File: src/rtl/conv_pkg.sv
// conv_pkg: shared sizes and FSM encoding for the convolution scan sequencer
package conv_pkg;
  localparam int KW = 3;
  localparam int OW = 19;
  localparam int NTAP = 16;
  localparam int KCW = 2;
  localparam int OCW = 5;
  localparam int AW = 4;
  typedef enum logic [1:0] {IDLE, LOAD, RUN, DONE} state_t;
endpackage

File: src/rtl/wrap_cnt.sv
// wrap_cnt: modulo-(MAX+1) counter with clear, enable and at-max flag
module wrap_cnt #(
  parameter int W = 2,
  parameter int MAX = 2
) (
  input  logic         clk,
  input  logic         xrst,
  input  logic         clear,
  input  logic         en,
  output logic [W-1:0] q,
  output logic         at_max
);
  assign at_max = q == W'(MAX);
  always_ff @(posedge clk or negedge xrst)
    if (!xrst) q <= '0;
    else if (clear) q <= '0;
    else if (en) q <= at_max ? '0 : q + W'(1);
endmodule

File: src/rtl/conv_seq_ctrl.sv
// conv_seq_ctrl: loads a kernel's weights, then scans kernel (x,y) inside
// output (X,Y) positions, emitting MAC-valid and weight-tile move pulses.
module conv_seq_ctrl import conv_pkg::*; #(
  parameter int KW = conv_pkg::KW,
  parameter int OW = conv_pkg::OW,
  parameter int NTAP = conv_pkg::NTAP
) (
  input  logic           clk,
  input  logic           xrst,
  input  logic           start,
  input  logic           stall,
  output logic [AW-1:0]  w_raddr,
  output logic           w_ren,
  output logic           w_load,
  output logic           shift_x,
  output logic           shift_y,
  output logic           ret,
  output logic [KCW-1:0] x,
  output logic [KCW-1:0] y,
  output logic [OCW-1:0] X,
  output logic [OCW-1:0] Y,
  output logic           valid,
  output logic           busy,
  output logic           finish
);
  state_t state;
  logic idle, adv, xm, ym, xxm, yym, last;
  assign idle = state == IDLE;
  assign adv = state == RUN && !stall;
  assign last = xm && ym && xxm && yym;
  assign valid = adv;
  assign shift_x = adv && !xm;
  assign shift_y = adv && xm && !ym;
  // the final window moves nowhere, so it gets no return pulse
  assign ret = adv && xm && ym && !(xxm && yym);
  assign busy = state == LOAD || state == RUN;
  assign finish = state == DONE;
  wrap_cnt #(.W(KCW), .MAX(KW-1)) u_x (.clk(clk), .xrst(xrst), .clear(idle), .en(adv), .q(x), .at_max(xm));
  wrap_cnt #(.W(KCW), .MAX(KW-1)) u_y (.clk(clk), .xrst(xrst), .clear(idle), .en(adv && xm), .q(y), .at_max(ym));
  wrap_cnt #(.W(OCW), .MAX(OW-1)) u_xx (.clk(clk), .xrst(xrst), .clear(idle), .en(adv && xm && ym), .q(X), .at_max(xxm));
  wrap_cnt #(.W(OCW), .MAX(OW-1)) u_yy (.clk(clk), .xrst(xrst), .clear(idle), .en(adv && xm && ym && xxm), .q(Y), .at_max(yym));
  // w_load trails w_ren by one cycle; RUN starts once the last capture is done
  always_ff @(posedge clk or negedge xrst)
    if (!xrst) begin
      state <= IDLE;
      w_ren <= 1'b0;
      w_load <= 1'b0;
      w_raddr <= '0;
    end else
      case (state)
        IDLE: if (start) begin
          state <= LOAD;
          w_ren <= 1'b1;
          w_raddr <= '0;
        end
        LOAD: begin
          w_load <= w_ren;
          if (w_ren && w_raddr == AW'(NTAP-1)) w_ren <= 1'b0;
          else if (w_ren) w_raddr <= w_raddr + AW'(1);
          if (w_load && !w_ren) begin
            state <= RUN;
            w_raddr <= '0;
          end
        end
        RUN: if (adv && last) state <= DONE;
        default: state <= IDLE;
      endcase
endmodule

File: config.mk
export PLATFORM = sky130hd
export DESIGN_NAME = conv_seq_ctrl
export DESIGN_NICKNAME = d
export VERILOG_FILES = /design/src/rtl/conv_pkg.sv /design/src/rtl/wrap_cnt.sv /design/src/rtl/conv_seq_ctrl.sv
export SDC_FILE = /design/constraint.sdc
export NUM_CORES = 1
export LEC_CHECK = 0
export ABC_AREA = 1
export CORE_MARGIN = 2
export CORE_UTILIZATION = 50
export DETAILED_ROUTE_END_ITERATION = 10
export GPL_TIMING_DRIVEN = 0
export PLACE_DENSITY = 0.79
export SLEW_MARGIN = 20
export SYNTH_ARGS = -nofsm -noshare
export SYNTH_HDL_FRONTEND = slang
export SYNTH_SLANG_ARGS = --single-unit
File: constraint.sdc
create_clock -name clk -period 2.05 [get_ports clk]
set_clock_uncertainty 0.15 [all_clocks]
set_input_delay 0.41 -clock clk [delete_from_list [all_inputs] [get_ports clk]]
set_output_delay 0.41 -clock clk [all_outputs]
set_load 0.005 [all_outputs]
==> results of run 1 <==
==> cells by family (layout without fill, tap and decap cells) <==
| family | after synthesis | in the layout | share of synthesized area |
|---|---|---|---|
| buffers and inverters | 25 | 70 | 0.0687 |
| xor gates and xnor gates | 2 | 2 | 0.0127 |
| adders and majority gates | 10 | 10 | 0.0904 |
| DFF | 22 | 22 | 0.398 |
| and+or+nand+nor | 89 | 89 | 0.333 |
| AOI/OAI and AO/OA | 24 | 24 | 0.0976 |
==> per-stage QoR <==
stage	instance area [µm²]	utilization
floorplan	1380	-
global placement	1710	0.638
detailed placement	1710	0.638
CTS	1800	0.671
global route	1870	0.694
finish	1870	0.694
==> layout make-up <==
cell class                      count  area, µm²  share of cell area
Buffer                              1       5.00             0.00268
Clock buffer                        4       36.3              0.0195
Inverter                           24       90.1              0.0483
Multi-Input combinational cell    125        771               0.413
Sequential cell                    22        551               0.295
Tap cell                           31       38.8              0.0208
Timing Repair Buffer               41        374               0.201
==> layer usage <==
metal / vias to the layer above / part of all wire
li1: 651 / -
met1: 629 / 0.44
met2: 23 / 0.52
met3: 2 / 0.028
met4: 0 / 0.0085
met5: - / 0
==> power breakdown <==
part | internal [W] | switching [W]
Clock | 0.000108 | 0.000138
Combinational | 0.000485 | 0.000603
Sequential | 0.000520 | 0.000112
Total | 0.00111 | 0.000853
==> what timing repair did <==
action / 4_1_cts / 5_1_grt
setup buffers: 6 / 6
gates resized for setup: 19 / 11
endpoints found under the hold margin: 0 / 0
endpoints found under the setup margin: 5 / 4
pin swaps: 4 / 3
==> cell usage after synthesis (3+ instances only) <==
master / instances / area [µm²]
sky130_fd_sc_hd__nand4_1: 12 / 75.1
sky130_fd_sc_hd__a21oi_1: 5 / 25.0
sky130_fd_sc_hd__dfrtp_1: 22 / 551
sky130_fd_sc_hd__nor2_4: 4 / 45.0
sky130_fd_sc_hd__ha_1: 10 / 125
sky130_fd_sc_hd__nand2_1: 42 / 158
sky130_fd_sc_hd__o21ai_0: 6 / 30.0
sky130_fd_sc_hd__o21ai_1: 8 / 40.0
sky130_fd_sc_hd__inv_1: 21 / 78.8
sky130_fd_sc_hd__nor2_1: 10 / 37.5
sky130_fd_sc_hd__nand3_1: 8 / 40.0
sky130_fd_sc_hd__inv_2: 3 / 11.3
sky130_fd_sc_hd__nand2_4: 4 / 45.0
==> state kept, by name (all words and copies together) (netlist names) <==
| register | flops |
|---|---|
| state | 2 |
| u_xx.q | 5 |
| w_ren | 1 |
| u_y.q | 2 |
| u_x.q | 2 |
| w_load | 1 |
| w_raddr | 4 |
| u_yy.q | 5 |
==> how the worst max path moves through the flow <==
stage          slack [ns]  endpoint  cells past startpoint
2_1_floorplan        0.38       ret                      6
3_3_place_gp        -0.45       ret                      7
3_5_place_dp        -0.45       ret                      7
4_1_cts             -0.04       ret                      8
5_1_grt             -0.14       ret                      8
6_report            -0.06       ret                      8
==> critical path: cells and delay by family (launching register included) <==
kind                     cells  cell delay, ns
adder cells (fa/ha/maj)      1            0.14
buffers and inverters        3            0.29
flip-flops                   1            0.45
AND/OR/NAND/NOR              4            0.37
==> results.toml, run 1 <==
[status]
outcome = "complete, but fails checks"
violations = "setup timing"

[global_routing]
total_routing_usage_reported_by_global_routing = 0.203
globalRoute.totalOverflow = 0
gr-usage-met2 = 0.354
antenna_found_initial = 0
global_route_wire_length_before_repair_mm = 5.20
use_met3 = 0.0300
grt-busiest-layer = "met2"
use_met1 = 0.259
grt_pass1_vias = 1223
grt_max_degree = 23

[clocking]
clk_path_buf_depth = 2
cts_buffers = 3
clk_root_buf = "sky130_fd_sc_hd__clkbuf_4"
htree_num_levels = 1
worstSkewPairLatency_ns = 0.30
clkTransAtPathRegs_ns = 0.13
postCtsHoldBufs = 0
clock_tree_from_tritoncts = "yes"
numClockSinks = 22

[power_and_ir_drop]
design_power_total_w = 0.00197
p_leak_nw = 0.937
powerDensity_nw_per_um2 = 1050
ir_worst_vdd_uv = 902

[placed_design]
io_buffers = 29
gp_congestion = 0.769
place.detailed.hpwl_mm = 2.30
placement.setup.worst_slack_ns = -0.454
post-place-cells = 232

[min_path]
worstHoldEndpoint = "w_load"
hold_path.class = "reg2reg"
worstHoldPathCells = 2
hold_path_startpoint = "w_load"

[critical_path]
end_kind = "primary output"
critPathLaunchType = "flip-flop"
worst_r2r_endpoint = "state[0]"
worstSetupStartpoint = "u_xx.q[0]"
required_ns = 1.49
crit_path_cells = "inv_2 -> ha_1 -> nand2_1 -> inv_1 -> nand2_2 -> nor2_2 -> nor2_2 -> buf_2"
worst_path_largest_cell_delay_ns = 0.45
timing.reg2reg.setup_slack_ns = 0.18
reg2regPathDepth = 9
reg2reg_from = "state[0]"
crit_path_frequent_cell = "sky130_fd_sc_hd__nor2_2"
timing.critical_path.fanout_max = 5
crit_slowest_cell = "sky130_fd_sc_hd__dfrtp_1"
worst_ep_arrival_time_ns = 1.55
setup.worst_path.class = "reg2out"

[die]
core_region_area_um2 = 2690
num_rows = 19
initial_utilization = 0.515
die_w_um = 56.6
die_y_um = 56.6
io_pins = 30
fp.dieArea_um2 = 3200

[routing]
drt_drc_violations_left = 0
viasPerCell = 5.26
wl_per_cell_um = 12.9
firstDrtPassIters = 5
drtAntennaViolNets = 0
drt_iter0_markers = 41
wirelength_mm = 3.19
num_vias = 1305

[synthesis]
async_flop_share = 1.00
postSynthCellCount = 172
yosysWarnings = 0
cell_variety_after_synth = 24
synth_area_per_cell_um2 = 8.05
edff_count_synth = 0
seq_area_frac_synth = 0.398
post_synth_instance_area_um2 = 1380
synth_fp_nets = 186
synth_top_flop_cell = "sky130_fd_sc_hd__dfrtp_1"
ys_seq_elements = 22

[timing]
max_freq_mhz = 475
tightestPinTransition_ns = 0.977
timing.final.setup_violations = 1
layout_min_cycle_time_ns = 2.11
final_hold_viol_count = 0
slew_violations = 0
fin_ws_ns = -0.0567
totalNegativeSetupSlack_ns = -0.0567
rsz0062_at_grt = "yes"
hold-worst-slack_ns = 0.428
max_slew_margin = 0.346
fin_crit_share = 1.03

[cells_and_area]
antenna_cells = 0
fillerInstances = 216
finish.cell_count_without_fillers = 248
synthToLayoutAreaGrowth_pct = 34.8
drive_above_1_share = 0.230
layout.nets = 232
leading_cell_type_in_the_layout_fill_and_taps_excluded = "sky130_fd_sc_hd__nand2_1"
layout.cells.most_common_list = "sky130_fd_sc_hd__nand2_1 (40), sky130_fd_sc_hd__clkdlybuf4s50_1 (23), sky130_fd_sc_hd__dfrtp_1 (22)"

[job]
max_cap_viol_count = 0
(Power assumes the default switching activity.)
==> inputs of run 2 (changes only) <==
- PLACE_DENSITY: 0.79 -> unset
- PLACE_DENSITY_LB_ADDON: unset -> 0.1
==> run 2 against run 1 <==
- final cell count increased by 2.0%
- combinational power about the same
- sequential power fell by 3%
- register-to-register slack better by 0.06 ns
- final area is 2.5% higher
- highest routed layer unchanged
- non-clock buffer count up 5
- wire length is 3.4% lower
- the flow still finishes with violations (setup timing)
- die area unchanged
- via count grew 0.15%
- clock power decreased by 4%
==> results.toml, run 2 (synthesis gave the netlist of run 1 again) <==
[critical_path]
setup.worst_path.class = "reg2out"
end_kind = "primary output"
timing.critical_path.fanout_max = 3
critPathLaunchType = "flip-flop"
worst_r2r_endpoint = "w_raddr[3]"
reg2regPathDepth = 9
required_ns = 1.49
timing.reg2reg.setup_slack_ns = 0.24
reg2reg_from = "state[1]"
worst_ep_arrival_time_ns = 1.51

[clocking]
clk_path_buf_depth = 2
cts_buffers = 3
clock_tree_from_tritoncts = "yes"
worstSkewPairLatency_ns = 0.30
htree_num_levels = 1
numClockSinks = 22
clkTransAtPathRegs_ns = 0.12
clk_root_buf = "sky130_fd_sc_hd__clkbuf_4"

[cells_and_area]
largest_registers = "u_xx.q x5, u_yy.q x5, w_raddr x4"
drive_above_1_share = 0.248
antenna_cells = 0
leading_cell_type_in_the_layout_fill_and_taps_excluded = "sky130_fd_sc_hd__nand2_1"
final_design_area_no_fill_um2 = 1910
final_core_util = 0.712
layout.nets = 237
layout.cells.most_common_list = "sky130_fd_sc_hd__nand2_1 (40), sky130_fd_sc_hd__clkdlybuf4s50_1 (22), sky130_fd_sc_hd__dfrtp_1 (21)"
synthToLayoutAreaGrowth_pct = 38.2

[power_and_ir_drop]
ir_worst_vdd_uv = 842
share_clk_of_total_power = 0.121
p_leak_nw = 0.962
p_seq_frac = 0.313
netSwitchingFraction = 0.428
powerDensity_nw_per_um2 = 1020
comb_power_share = 0.566
cellInternalPower_w = 0.00112
switching_power_w = 0.000839

[min_path]
hold_path.class = "reg2reg"
hold_path_startpoint = "w_load"
worstHoldEndpoint = "w_load"
worstHoldPathCells = 2

[timing]
rsz0062_at_grt = "yes"
timing.final.setup_violations = 1
layout_min_cycle_time_ns = 2.07
slew_violations = 0
tightestPinTransition_ns = 0.511
max_freq_mhz = 483
max_slew_margin = 0.660
fin_crit_share = 1.01
fin_ws_ns = -0.0218
final_hold_viol_count = 0

[die]
num_rows = 19
core_region_area_um2 = 2690
initial_utilization = 0.515
die_y_um = 56.6
io_pins = 30
fp.dieArea_um2 = 3200
die_w_um = 56.6

[status]
outcome = "complete, but fails checks"
violations = "setup timing"

[global_routing]
grt_pass1_vias = 1161
globalRoute.totalOverflow = 0
grt_max_degree = 23
total_routing_usage_reported_by_global_routing = 0.184
global_route_wire_length_before_repair_mm = 4.75
antenna_found_initial = 0

[routing]
drt_drc_violations_left = 0
firstDrtPassIters = 4
wirelength_mm = 3.08
wl_per_cell_um = 12.2
drtAntennaViolNets = 0
viasPerCell = 5.17
drt_iter0_markers = 33
num_vias = 1307

[placed_design]
placement.cell_area_um2 = 1710
gp_congestion = 0.775
io_buffers = 29
place.detailed.hpwl_mm = 2.14

[job]
max_cap_viol_count = 0
[run 2: routing by layer]
layer / wire length [µm] / vias to the layer above / track usage
met2: 1560 / 25 / 0.304
met5: 0 / - / 0
li1: - / 665 / -
met4: 40 / 0 / 0.0544
met1: 1400 / 613 / 0.249
met3: 79 / 4 / 0.0276
[run 2: power by group through the flow]
| stage | Sequential [W] | Combinational, W | Clock, W |
|---|---|---|---|
| after floorplan | 0.000628 | 0.000604 | 0 |
| after global placement | 0.000633 | 0.000924 | 0 |
| after detailed placement | 0.000641 | 0.000949 | 0 |
| after CTS | 0.000611 | 0.00102 | 0.000248 |
| after global routing | 0.000626 | 0.00123 | 0.000260 |
| final | 0.000614 | 0.00111 | 0.000238 |
[run 2: repair_timing]
action	4_1_cts	5_1_grt
pin swaps	2	5
buffers inserted	6	11
endpoints found under the setup margin	5	5
hold buffers	0	1
endpoints found under the hold margin	0	22
resized for setup	16	13
[run 2: layout make-up]
class / instances / area [µm²]
Buffer: 1 / 5.00
Clock buffer: 4 / 36.3
Fill cell: 214 / 773
Inverter: 24 / 90.1
Multi-Input combinational cell: 125 / 781
Sequential cell: 22 / 552
Tap cell: 31 / 38.8
Timing Repair Buffer: 46 / 410
[run 2: worst max-delay path by stage]
stage	depth (start not counted)	endpoint	from
final	8	ret	state[0]
after global routing	8	ret	u_yy.q[0]
after CTS	8	ret	state[0]
after detailed placement	7	ret	stall
after global placement	7	ret	stall
after floorplan	6	ret	state[0]
[run 2: metrics by stage]
step | instances | power (W) | worst slack, ns | TNS, ns | hold WS, ns
after floorplan | 172 | 0.00123 | 0.380 | 0 | -0.0356
after global placement | 232 | 0.00156 | -0.455 | -0.976 | 0.386
after detailed placement | 232 | 0.00159 | -0.453 | -1.00 | 0.387
after CTS | 241 | 0.00188 | -0.172 | -0.172 | 0.426
after global routing | 253 | 0.00211 | -0.0680 | -0.0680 | 0.452
final | 253 | 0.00196 | -0.0218 | -0.0218 | 0.420
[run 2: worst max-delay path: stages (launching register included)]
cell                      delay, ns
sky130_fd_sc_hd__dfrtp_1       0.41
sky130_fd_sc_hd__inv_2         0.08
sky130_fd_sc_hd__ha_4          0.14
sky130_fd_sc_hd__buf_6         0.10
sky130_fd_sc_hd__nand2_4       0.05
sky130_fd_sc_hd__nor2_4        0.13
sky130_fd_sc_hd__nand2_4       0.06
sky130_fd_sc_hd__nor2_2        0.11
sky130_fd_sc_hd__buf_2         0.13
==> inputs of run 3 (changes only) <==
- CAP_MARGIN: unset -> 10
==> results of run 3 <==
Same layout as run 2: the final DEF is identical, and so are final timing and power.
